File: src/rtl/hazard_stall_ctrl.sv
// ID-stage hazard controller: load-use and mul/div interlocks, branch flush priority,
// and a saturating count of stall cycles for the 5-stage MIPS pipeline.
module hazard_stall_ctrl #(
    parameter int ADDR_W     = 5,
    parameter int LOAD_STALL = 1,
    parameter int MD_LAT     = 4,
    parameter int CNT_W      = 16
) (
    input  logic              clk,
    input  logic              rst_n,
    input  logic              MemRead_ex,
    input  logic [ADDR_W-1:0] RegWriteAddr_ex,
    input  logic [ADDR_W-1:0] RsAddr_id,
    input  logic [ADDR_W-1:0] RtAddr_id,
    input  logic              RsUsed_id,
    input  logic              RtUsed_id,
    input  logic              MdStart_ex,
    input  logic              HiLoRead_id,
    input  logic              BranchTaken_ex,
    output logic              stall,
    output logic              PC_IFWrite,
    output logic              IF_ID_Flush,
    output logic              ID_EX_Flush,
    output logic              md_busy,
    output logic [CNT_W-1:0]  stall_count
);

    typedef enum logic {IDLE, LSTALL} stateT;

    localparam logic [2:0] LCNT_INIT = 3'(LOAD_STALL - 1);
    localparam logic [3:0] MCNT_INIT = 4'(MD_LAT);

    stateT      state, stateNext;
    logic [2:0] lcnt, lcntNext;
    logic [3:0] mcnt;
    logic       luHit, luStall, mdStall;

    // Register $0 never carries a real dependency, so it is excluded from the match.
    assign luHit = MemRead_ex && (RegWriteAddr_ex != '0) &&
                   ((RsUsed_id && (RegWriteAddr_ex == RsAddr_id)) ||
                    (RtUsed_id && (RegWriteAddr_ex == RtAddr_id)));

    always_ff @(posedge clk or negedge rst_n) begin
        if (!rst_n) begin
            state <= IDLE;
            lcnt  <= '0;
        end else begin
            state <= stateNext;
            lcnt  <= lcntNext;
        end
    end

    // The first stall cycle comes from IDLE itself; LSTALL covers the remaining ones.
    always_comb begin
        stateNext = state;
        lcntNext  = lcnt;
        luStall   = 1'b0;
        case (state)
            IDLE: begin
                if (luHit) begin
                    luStall = 1'b1;
                    if (!BranchTaken_ex && (LOAD_STALL > 1)) begin
                        stateNext = LSTALL;
                        lcntNext  = LCNT_INIT;
                    end
                end
            end
            LSTALL: begin
                luStall = 1'b1;
                if (BranchTaken_ex || (lcnt == 3'd1)) begin
                    stateNext = IDLE;
                    lcntNext  = '0;
                end else begin
                    lcntNext = lcnt - 3'd1;
                end
            end
            default: begin
                stateNext = IDLE;
                lcntNext  = '0;
            end
        endcase
    end

    // A mul/div already in flight is not cancelled by a branch flush.
    always_ff @(posedge clk or negedge rst_n) begin
        if (!rst_n) begin
            mcnt <= '0;
        end else if (MdStart_ex) begin
            mcnt <= MCNT_INIT;
        end else if (mcnt != '0) begin
            mcnt <= mcnt - 4'd1;
        end
    end

    assign md_busy     = (mcnt != '0);
    assign mdStall     = HiLoRead_id && md_busy;
    assign stall       = (luStall || mdStall) && !BranchTaken_ex;
    assign PC_IFWrite  = !stall;
    assign IF_ID_Flush = BranchTaken_ex;
    assign ID_EX_Flush = stall || BranchTaken_ex;

    always_ff @(posedge clk or negedge rst_n) begin
        if (!rst_n) begin
            stall_count <= '0;
        end else if (stall && (stall_count != '1)) begin
            stall_count <= stall_count + CNT_W'(1);
        end
    end

endmodule
File: config.mk
export PLATFORM = sky130hd
export DESIGN_NAME = hazard_stall_ctrl
export DESIGN_NICKNAME = d
export VERILOG_FILES = /design/src/rtl/hazard_stall_ctrl.sv
export SDC_FILE = /design/constraint.sdc
export NUM_CORES = 1
export LEC_CHECK = 0
export BUFFER_PORTS_ARGS = -buffer_cell sky130_fd_sc_hd__buf_2
export CORE_MARGIN = 1.5
export CORE_UTILIZATION = 54
export DETAILED_ROUTE_END_ITERATION = 10
export PLACE_DENSITY = 0.94
export REMOVE_ABC_BUFFERS = 1
export SLEW_MARGIN = 0
export SYNTH_ARGS = -nofsm -noshare
export SYNTH_HDL_FRONTEND = slang
export SYNTH_SLANG_ARGS = --single-unit
File: constraint.sdc
create_clock -name clk -period 3.6 [get_ports clk]
set_input_delay 0.72 -clock clk [delete_from_list [all_inputs] [get_ports clk]]
set_output_delay 0.72 -clock clk [all_outputs]
set_load 0.03 [all_outputs]
==> results of run 1 <==
stage by stage:
stage / area (sq um) / power, W
CTS: 1620 / 0.000821
global route: 1620 / 0.000869
global placement: 1580 / 0.000658
finish: 1620 / 0.000817
floorplan: 1330 / 0.000578
detailed placement: 1580 / 0.000678
cell families (layout without fill, tap and decap cells):
| group | Yosys count | after routing | share of synthesized area [%] |
|---|---|---|---|
| compound gates | 15 | 15 | 7.12 |
| simple gates | 47 | 47 | 20.6 |
| buf+inv | 13 | 57 | 4.63 |
| xor+xnor | 23 | 23 | 14.9 |
| mux | 4 | 4 | 3.70 |
| fa+ha+maj | 5 | 5 | 4.63 |
| flops | 24 | 24 | 44.4 |
metal layers:
layer / up-vias / routed length, um / GRT usage (%)
li1: 545 / - / -
met1: 531 / 1210 / 29.0
met2: 43 / 1480 / 41.7
met3: 11 / 124 / 4.24
met4: 0 / 70 / 12.0
met5: - / 0 / 0
power groups by stage:
stage | Sequential [W] | Combinational [W] | Clock, W
after global placement | 0.000365 | 0.000293 | 0
final | 0.000366 | 0.000310 | 0.000141
after detailed placement | 0.000370 | 0.000308 | 0
after global routing | 0.000375 | 0.000336 | 0.000158
after CTS | 0.000365 | 0.000310 | 0.000146
after floorplan | 0.000417 | 0.000161 | 0
placed cells by master, fill, tap and decap left out, drive strengths merged, types with 5 or more instances in the layout:
master and instances:
ha 5, nand2 5, dfrtp 24, nand3 9, nor2 5, xnor2 15, inv 10, nand4 7
and3 7, buf 43, xor2 8
how the worst max path moves through the flow:
stage,cells past startpoint,endpoint,startpoint,slack (ns)
after floorplan,5,stall,RegWriteAddr_ex[1],1.07
after global placement,8,stall,RegWriteAddr_ex[3],0.85
after detailed placement,8,stall,RegWriteAddr_ex[3],0.77
after CTS,8,stall,RegWriteAddr_ex[3],0.77
after global routing,8,stall,RegWriteAddr_ex[3],0.66
final,8,stall,RegWriteAddr_ex[3],0.76
critical path, cell delays in order:
cell	delay [ns]
buf_2	0.12
xor2_1	0.17
nor4_2	0.29
a32oi_1	0.15
o21ai_2	0.20
nand2_2	0.09
inv_4	0.15
buf_2	0.22
layout make-up:
class,instances,area (sq um),area share [%]
Sequential cell,24,601,37.2
Timing Repair Buffer,43,215,13.3
Multi-Input combinational cell,94,689,42.6
Inverter,10,40.0,2.48
Tap cell,28,35.0,2.17
Clock buffer,4,36.3,2.24
sequential cells by signal, indices dropped and copies added, names as in the netlist:
signal       count
lcnt             3
mcnt             4
stall_count     16
state            1
==> flow_summary.yaml, run 1 <==
run_status:
  status: "finished, final reports clean"
pwr:
  leakage_nw: 0.833
  intPower_w: 0.000495
  seq_power_share_pct: 44.8
  swShare_pct: 39.4
  ir_drop_v: 0.000488
  power_frac_comb_pct: 38.0
  pwr-share-clk_pct: 17.3
  p_per_area_nw_per_um2: 505
  p_sw_w: 0.000322
critical_path:
  r2r_cells: 10
  r2r_setup_slack_ns: 1.52
  cp.arrival_ns: 2.12
  critPathKind: "primary input to primary output"
  r2r_start: "mcnt[0]$_DFFE_PN0P_"
  crit_fanout: 16
  rr_endpoint: "stall_count[1]$_DFFE_PN0P_"
  crit_required_ns: 2.88
  endpoint_kind: "primary output"
  crit_path_start_kind: "primary input"
clock_tree:
  post_cts_resized: 0
  cts_tree: "built"
  holdBufCountCts: 0
  htreeDepth: 1
  cts_buffers: 3
  clock_latency_ns: 0.31
  root_buffer: "clkbuf_4"
  path_clk_slew_ns: 0.13
  clk_path_buf_depth: 2
  cts_setup_buffers: 0
  clock_sinks: 24
synthesis:
  yosys_warnings: 0
  syn_area_per_cell_sq_um: 10.3
  async_flop_share_pct: 100
  synth.cell_area_sq_um: 1350
  yosys.area.top_type: "dfrtp_1"
  synth_common_cells: "24 x dfrtp_1, 15 x xnor2_1, 9 x inv_1, 9 x nand3_1, 8 x xor2_1"
  yosys.area.top_type_share_pct: 44.4
  synth_cells: 131
  ys_seq_area_share_pct: 44.4
  yosys-top-cells-area: "dfrtp_1 44%, xnor2_1 9.7%, xor2_1 5.2%, ha_1 4.6%, nand3_1 3.3%"
  synth.distinct_cells: 39
  synth_ff_type: "dfrtp_1"
  synth-seq-cells: 24
  yosysMostFrequentCell: "dfrtp_1"
  synth-edff-count: 0
detailed_routing:
  first_pass_iters: 4
  drtIter0Drc: 22
  vias: 1130
  routed_wl_um: 2890
  avgViaCountPerCell: 5.57
  ant_nets: 0
  wire_per_inst_um: 14.2
  drc: 0
worst_hold_path:
  hp-class: "primary input to async pin"
cells_and_area:
  antenna_cells: 0
  nFillCells: 168
  drive_above_1_share_pct: 31.4
  finalNonFillerCells: 203
  area.growth.synth_to_final_pct: 19.5
  final_util_pct: 70.4
  nets: 204
placed_design:
  pre_cts_slack_ns: 0.768
  dp.final_hpwl_um: 2250
  dp.cells: 199
  io_buffers: 43
  gp_congestion: 0.808
die:
  dieWidth_um: 53.0
  fp.dieH_um: 53.0
  initial_core_util_pct: 58.9
  rows: 17
  core_area_sq_um: 2300
  dieArea_sq_um: 2810
  ios: 44
sta:
  maxSlewViolCount: 0
  setup_viol: 0
  tns_ns: 0
  tightest_slew_ns: 0.597
  fin_crit_ns: 2.84
  holdWs_ns: 0.358
  timing.fmax_mhz: 352
  fin_crit_sh_pct: 78.9
  final_hold_viol_count: 0
  rsz0062_at_grt: "false"
  slew_headroom_pct: 60.1
  setup_slack_ns: 0.759
  fin_skew_ns: 0.00142
global_route:
  grt.total_usage_pct: 24.2
  grt_pass1_wl_um: 4990
  grt-ovfl-total: 0
  grt_max_degree: 25
  grt_pass1_vias: 1166
  grt_antenna_before_repair: 0
job:
  cap_viol_max_count: 0
Note: power is estimated with default switching activity, not from simulation.
==> run 2, diff against run 1 <==
--- a/config.mk
+++ b/config.mk
@@ -7,9 +7,9 @@
 export LEC_CHECK = 0
 export BUFFER_PORTS_ARGS = -buffer_cell sky130_fd_sc_hd__buf_2
 export CORE_MARGIN = 1.5
-export CORE_UTILIZATION = 54
+export CORE_UTILIZATION = 45
 export DETAILED_ROUTE_END_ITERATION = 10
-export PLACE_DENSITY = 0.94
+export PLACE_DENSITY = 0.85
 export REMOVE_ABC_BUFFERS = 1
 export SLEW_MARGIN = 0
 export SYNTH_ARGS = -nofsm -noshare
==> constraint.sdc (replaced) <==
create_clock -name clk -period 2.3 [get_ports clk]
set_input_delay 0.46 -clock clk [delete_from_list [all_inputs] [get_ports clk]]
set_output_delay 0.46 -clock clk [all_outputs]
set_load 0.03 [all_outputs]
==> run 2 against run 1 <==
  * First-iteration DRC count shrank 18%
  * Register-to-register slack worse by 1.1 ns
  * Power grew 69%
  * Worst hold slack got worse by 0.27 ns
  * Largest power group is now combinational logic
  * Critical path type is now register to primary output
  * Sequential power is 57% higher
  * Combinational power up 86%
  * Global-route usage fell by 5.3 points
  * Critical path depth grew 1
  * Sequential share of layout area decreased by 1.7 points
  * Design area increased by 4.8%
  * Largest cell class unchanged
==> flow_summary.yaml, run 2 (synthesized netlist as in run 1, its figures left out) <==
pwr:
  intPower_w: 0.000839
  power_frac_comb_pct: 42.0
  pwr-share-clk_pct: 16.4
  p_sw_w: 0.000537
  seq_power_share_pct: 41.6
  swShare_pct: 39.0
  leakage_nw: 0.868
  p_per_area_nw_per_um2: 813
  ir_drop_v: 0.000622
detailed_routing:
  routed_wl_um: 3010
  ant_nets: 0
  avgViaCountPerCell: 5.51
  vias: 1163
  first_pass_iters: 4
  wire_per_inst_um: 14.3
  drc: 0
  drtIter0Drc: 18
die:
  ios: 44
  initial_core_util_pct: 48.2
  core_area_sq_um: 2810
  rows: 19
  fp.dieH_um: 57.8
  dieArea_sq_um: 3340
  dieWidth_um: 57.8
cells_and_area:
  nets: 209
  nFillCells: 239
  multi_input_area_sq_um: 713
  layout_common_cells: "41 x buf_2, 24 x dfrtp_1, 15 x xnor2_1"
  fin_area_sq_um: 1690
  layout_commonest_cell: "buf_2"
  area.growth.synth_to_final_pct: 25.3
  final_util_pct: 60.4
  top_register: "stall_count"
  reg_top3: "stall_count (16), mcnt (4), lcnt (3)"
  drive_above_1_share_pct: 36.1
  seqCellArea_sq_um: 601
  finalNonFillerCells: 211
  largest_register_ff_count: 16
  antenna_cells: 0
clock_tree:
  cts_buffers: 3
  htreeDepth: 1
  cts_tree: "built"
  clock_sinks: 24
  path_clk_slew_ns: 0.14
  clk_path_buf_depth: 2
  holdBufCountCts: 0
  root_buffer: "clkbuf_4"
  clock_latency_ns: 0.32
placed_design:
  pre_cts_slack_ns: 0.0270
  io_buffers: 43
  gp_congestion: 0.765
  dp.final_hpwl_um: 2280
  dpl_cell_area_sq_um: 1610
  dp.cells: 205
critical_path:
  crit_fanout: 11
  slowest_delay_ns: 0.41
  crit_required_ns: 1.84
  cp_cell_sequence: "inv_2, ha_4, nor2b_4, nand2b_1, a21oi_2, o21ai_2, nand2_2, inv_4, buf_6"
  crit_path_start_kind: "register"
  critPathSlowestCell: "dfrtp_1"
  critPathKind: "register to primary output"
  endpoint_kind: "primary output"
  cp.arrival_ns: 1.75
sta:
  tightest_slew_ns: 0.526
  setup_viol: 0
  slew_headroom_pct: 64.9
  fin_crit_sh_pct: 96.0
  timing.fmax_mhz: 453
  tns_ns: 0
  fin_skew_ns: 0.00740
  fin_crit_ns: 2.21
  final_hold_viol_count: 0
  setup_slack_ns: 0.0927
  rsz0062_at_grt: "false"
  maxSlewViolCount: 0
global_route:
  grt_max_degree: 25
  grt_antenna_before_repair: 0
  grt-ovfl-total: 0
  grt_pass1_wl_um: 4890
  grt_pass1_vias: 1190
  grt.total_usage_pct: 18.9
run_status:
  status: "finished, final reports clean"
job:
  cap_viol_max_count: 0
worst_hold_path:
  hp-class: "primary input to async pin"
run 2: changes by cell type in the layout (fill, tap and decap cells not counted), sizes merged:
cell	previous run	this run
buf	43	48
run 2: per-layer routing:
metal  vias to the layer above  GRT usage, %  part of all wire (%)
li1                        552             -                     -
met1                       564          20.3                    41
met2                        43          35.7                    54
met3                         4          3.57                   4.4
met4                         0          8.31                   1.1
met5                         -             0                     0
run 2: worst max-delay path: cells and delay by family (launching register included):
family          cells  cell delay [ns]
flops               1             0.41
simple gates        3             0.33
fa+ha+maj           1             0.14
buf+inv             3             0.30
compound gates      2             0.24
run 2: worst paths after layout:
path	startpoint	to	slack [ns]	depth (start not counted)
setup reg to reg	stall_count[0]$_DFFE_PN0P_	stall_count[1]$_DFFE_PN0P_	0.38	6
hold reg to reg	stall_count[9]$_DFFE_PN0P_	stall_count[9]$_DFFE_PN0P_	0.51	1
max in group asynchronous	rst_n	lcnt[2]$_DFFE_PN0P_	1.85	1
setup / recovery	mcnt[1]$_DFFE_PN0P_	stall	0.09	9
min in group clk	MdStart_ex	mcnt[0]$_DFFE_PN0P_	0.34	2
hold / removal	rst_n	stall_count[14]$_DFFE_PN0P_	0.09	1
run 2: repair_timing:
action                                  in CTS  in global routing
setup buffers                                2                  0
pin swaps                                    0                  3
gates resized for setup                      4                  8
endpoints found under the setup margin       3                  3
hold endpoints to repair                     0                  0
run 2: cell type report:
cell class / count / share of cell area, %
well taps: 31 / 2.29
flip-flops and latches: 24 / 35.5
inverters: 10 / 2.36
repair buffers: 48 / 15.7
clock buffers: 4 / 2.14
multi-input cells: 94 / 42.1
run 2: power groups by stage:
stage                     Sequential [W]  Clock (W)  Combinational (W)
after global routing            0.000585   0.000240           0.000623
after CTS                       0.000570   0.000222           0.000541
final                           0.000573   0.000226           0.000578
after floorplan                 0.000653          0           0.000251
after global placement          0.000574          0           0.000474
after detailed placement        0.000580          0           0.000494
run 2: metrics by stage:
step	total power [W]	hold WS, ns
6_report	0.00138	0.0926
5_1_grt	0.00145	0.127
4_1_cts	0.00133	0.118
3_5_place_dp	0.00107	0.465
3_3_place_gp	0.00105	0.455
2_1_floorplan	0.000904	0.164
==> run 3, diff against run 2 <==
--- a/config.mk
+++ b/config.mk
@@ -5,9 +5,10 @@
 export SDC_FILE = /design/constraint.sdc
 export NUM_CORES = 1
 export LEC_CHECK = 0
+export ABC_AREA = 1
 export BUFFER_PORTS_ARGS = -buffer_cell sky130_fd_sc_hd__buf_2
 export CORE_MARGIN = 1.5
-export CORE_UTILIZATION = 45
+export CORE_UTILIZATION = 47
 export DETAILED_ROUTE_END_ITERATION = 10
 export PLACE_DENSITY = 0.85
 export REMOVE_ABC_BUFFERS = 1
==> run 3 against run 2 <==
  * Setup slack gained 0.071 ns
  * Sequential share of layout area decreased by 5.2 points
  * Die area is 18% higher
  * Global-route usage is 0.74 points higher
  * Cell count rose by 55%
  * Fmax grew 3.3%
  * Combinational power decreased by 8.5%
  * Count of clock-buffer cells in the layout fell by 1
==> flow_summary.yaml, run 3 <==
global_route:
  grt_pass1_vias: 1533
  grt.total_usage_pct: 19.7
  grt_antenna_before_repair: 0
  grt_max_degree: 25
  grt-ovfl-total: 0
  grt_pass1_wl_um: 6370
sta:
  tightest_slew_ns: 0.540
  maxSlewViolCount: 0
  setup_viol: 0
  slew_headroom_pct: 64.0
  rsz0062_at_grt: "false"
  fin_skew_ns: 0.0161
  fin_crit_ns: 2.14
  final_hold_viol_count: 0
  tns_ns: 0
  timing.fmax_mhz: 468
  setup_slack_ns: 0.164
  fin_crit_sh_pct: 92.9
  holdWs_ns: 0.0926
critical_path:
  r2r_start: "stall_count[0]$_DFFE_PN0P_"
  crit_required_ns: 1.84
  rr_endpoint: "stall_count[11]$_DFFE_PN0P_"
  worstSetupStartpoint: "mcnt[0]$_DFFE_PN0P_"
  cp.arrival_ns: 1.68
  crit_path_start_kind: "register"
  slowest_delay_ns: 0.41
  r2r_setup_slack_ns: 0.48
  critPathSlowestCell: "dfrtp_1"
  r2r_cells: 9
  endpoint_kind: "primary output"
  crit_fanout: 4
  critPathKind: "register to primary output"
  cp_cell_sequence: "inv_1, ha_1, nand3_2, a21oi_4, nand2_4, nand2_1, buf_2"
detailed_routing:
  avgViaCountPerCell: 4.93
  routed_wl_um: 3530
  wire_per_inst_um: 10.8
  ant_nets: 0
  drtIter0Drc: 119
  first_pass_iters: 4
  drc: 0
  vias: 1618
pwr:
  pwr-share-clk_pct: 22.0
  ir_drop_v: 0.000279
  intPower_w: 0.000842
  power_frac_comb_pct: 37.8
  p_per_area_nw_per_um2: 704
  seq_power_share_pct: 40.2
  leakage_nw: 1.13
  p_sw_w: 0.000559
  swShare_pct: 39.9
synthesis:
  yosys.area.top_type: "dfrtp_1"
  synth.distinct_cells: 27
  synth_ff_type: "dfrtp_1"
  yosys-top-cells-area: "dfrtp_1 36%, nand2_1 18%, inv_1 7.6%, nand4_1 6.3%, xor2_1 4.2%"
  ys_seq_area_share_pct: 35.7
  syn_area_per_cell_sq_um: 7.03
  synth_common_cells: "82 x nand2_1, 34 x inv_1, 24 x dfrtp_1"
  yosys.area.top_type_share_pct: 35.7
  synth-seq-cells: 24
  synth.cell_area_sq_um: 1680
  yosysMostFrequentCell: "nand2_1"
  synth-edff-count: 0
  synth_cells: 239
  yosys_warnings: 0
  async_flop_share_pct: 100
clock_tree:
  clock_sinks: 24
  cts_buffers: 3
  cts_tree: "built"
  cts_setup_buffers: 0
  clock_latency_ns: 0.32
  holdBufCountCts: 0
  root_buffer: "clkbuf_4"
  htreeDepth: 1
  path_clk_slew_ns: 0.14
  clk_path_buf_depth: 2
  post_cts_resized: 0
worst_hold_path:
  hp-class: "primary input to async pin"
placed_design:
  dp.final_hpwl_um: 2700
  pre_cts_slack_ns: 0.381
  io_buffers: 43
  gp_congestion: 0.830
cells_and_area:
  nets: 311
  antenna_cells: 0
  multi_input_area_sq_um: 905
  final_util_pct: 58.7
  layout_commonest_cell: "nand2_1"
  area.growth.synth_to_final_pct: 18.3
  drive_above_1_share_pct: 24.5
  reg_top3: "stall_count (16), mcnt (4), lcnt (3)"
  layout_common_cells: "82 x nand2_1, 43 x buf_2, 34 x inv_1"
  largest_register_ff_count: 16
  nFillCells: 323
  seqCellArea_sq_um: 601
  top_register: "stall_count"
die:
  initial_core_util_pct: 49.6
  rows: 21
  ios: 44
  core_area_sq_um: 3390
  dieArea_sq_um: 3940
  fp.dieH_um: 62.8
  dieWidth_um: 62.8
job:
  cap_viol_max_count: 0
run_status:
  status: "finished, final reports clean"
run 3: area by class of cell:
cell class	instances	share of cell area (%)
multi-input combinational	171	45.5
sequential	24	30.2
timing repair buffer	45	11.6
inverter	38	7.17
tap	46	2.89
clock inverter	1	1.51
clock buffer	3	1.13
run 3: power by group through the flow:
stage	Combinational [W]	Sequential (W)	Clock [W]
after floorplan	0.000288	0.000636	0
after global placement	0.000498	0.000567	0
after detailed placement	0.000516	0.000572	0
after CTS	0.000521	0.000565	0.000313
after global routing	0.000589	0.000578	0.000332
final	0.000529	0.000564	0.000308
run 3: through the flow:
stage          power (W)  instances  area, sq um
2_1_floorplan   0.000923        233         1640
4_1_cts          0.00140        328         1980
5_1_grt          0.00150        328         1990
3_3_place_gp     0.00107        324         1920
6_report         0.00140        328         1990
3_5_place_dp     0.00109        324         1920
run 3: routing by layer:
layer,global-route usage (%),up-vias,share of wire [%]
met1,26.2,741,47
met3,1.80,2,3.5
met2,33.3,37,48
met5,0,-,0
li1,-,838,-
met4,7.22,0,0.76
run 3: worst max-delay path, delay by kind of cell, from the launching register on:
family	cells	cell delay, ns
fa+ha+maj	1	0.18
simple gates	3	0.30
flops	1	0.41
buf+inv	2	0.31
compound gates	1	0.18
run 3: how the worst max path moves through the flow:
stage | end | cells after the start | slack [ns]
floorplan | stall | 7 | 0.02
global placement | stall | 12 | 0.38
detailed placement | stall | 12 | 0.38
CTS | PC_IFWrite | 7 | 0.03
global route | stall | 8 | 0.02
finish | PC_IFWrite | 7 | 0.16
run 3: cells by family (layout without fill, tap and decap cells):
logic type / after synthesis / after routing / synth area share, %
AOI/OAI and AO/OA: 10 / 10 / 3.13
xor gates and xnor gates: 11 / 11 / 5.73
adders and majority gates: 5 / 5 / 3.72
buffers and inverters: 44 / 87 / 11.1
DFF: 24 / 24 / 35.7
and+or+nand+nor: 145 / 145 / 40.6
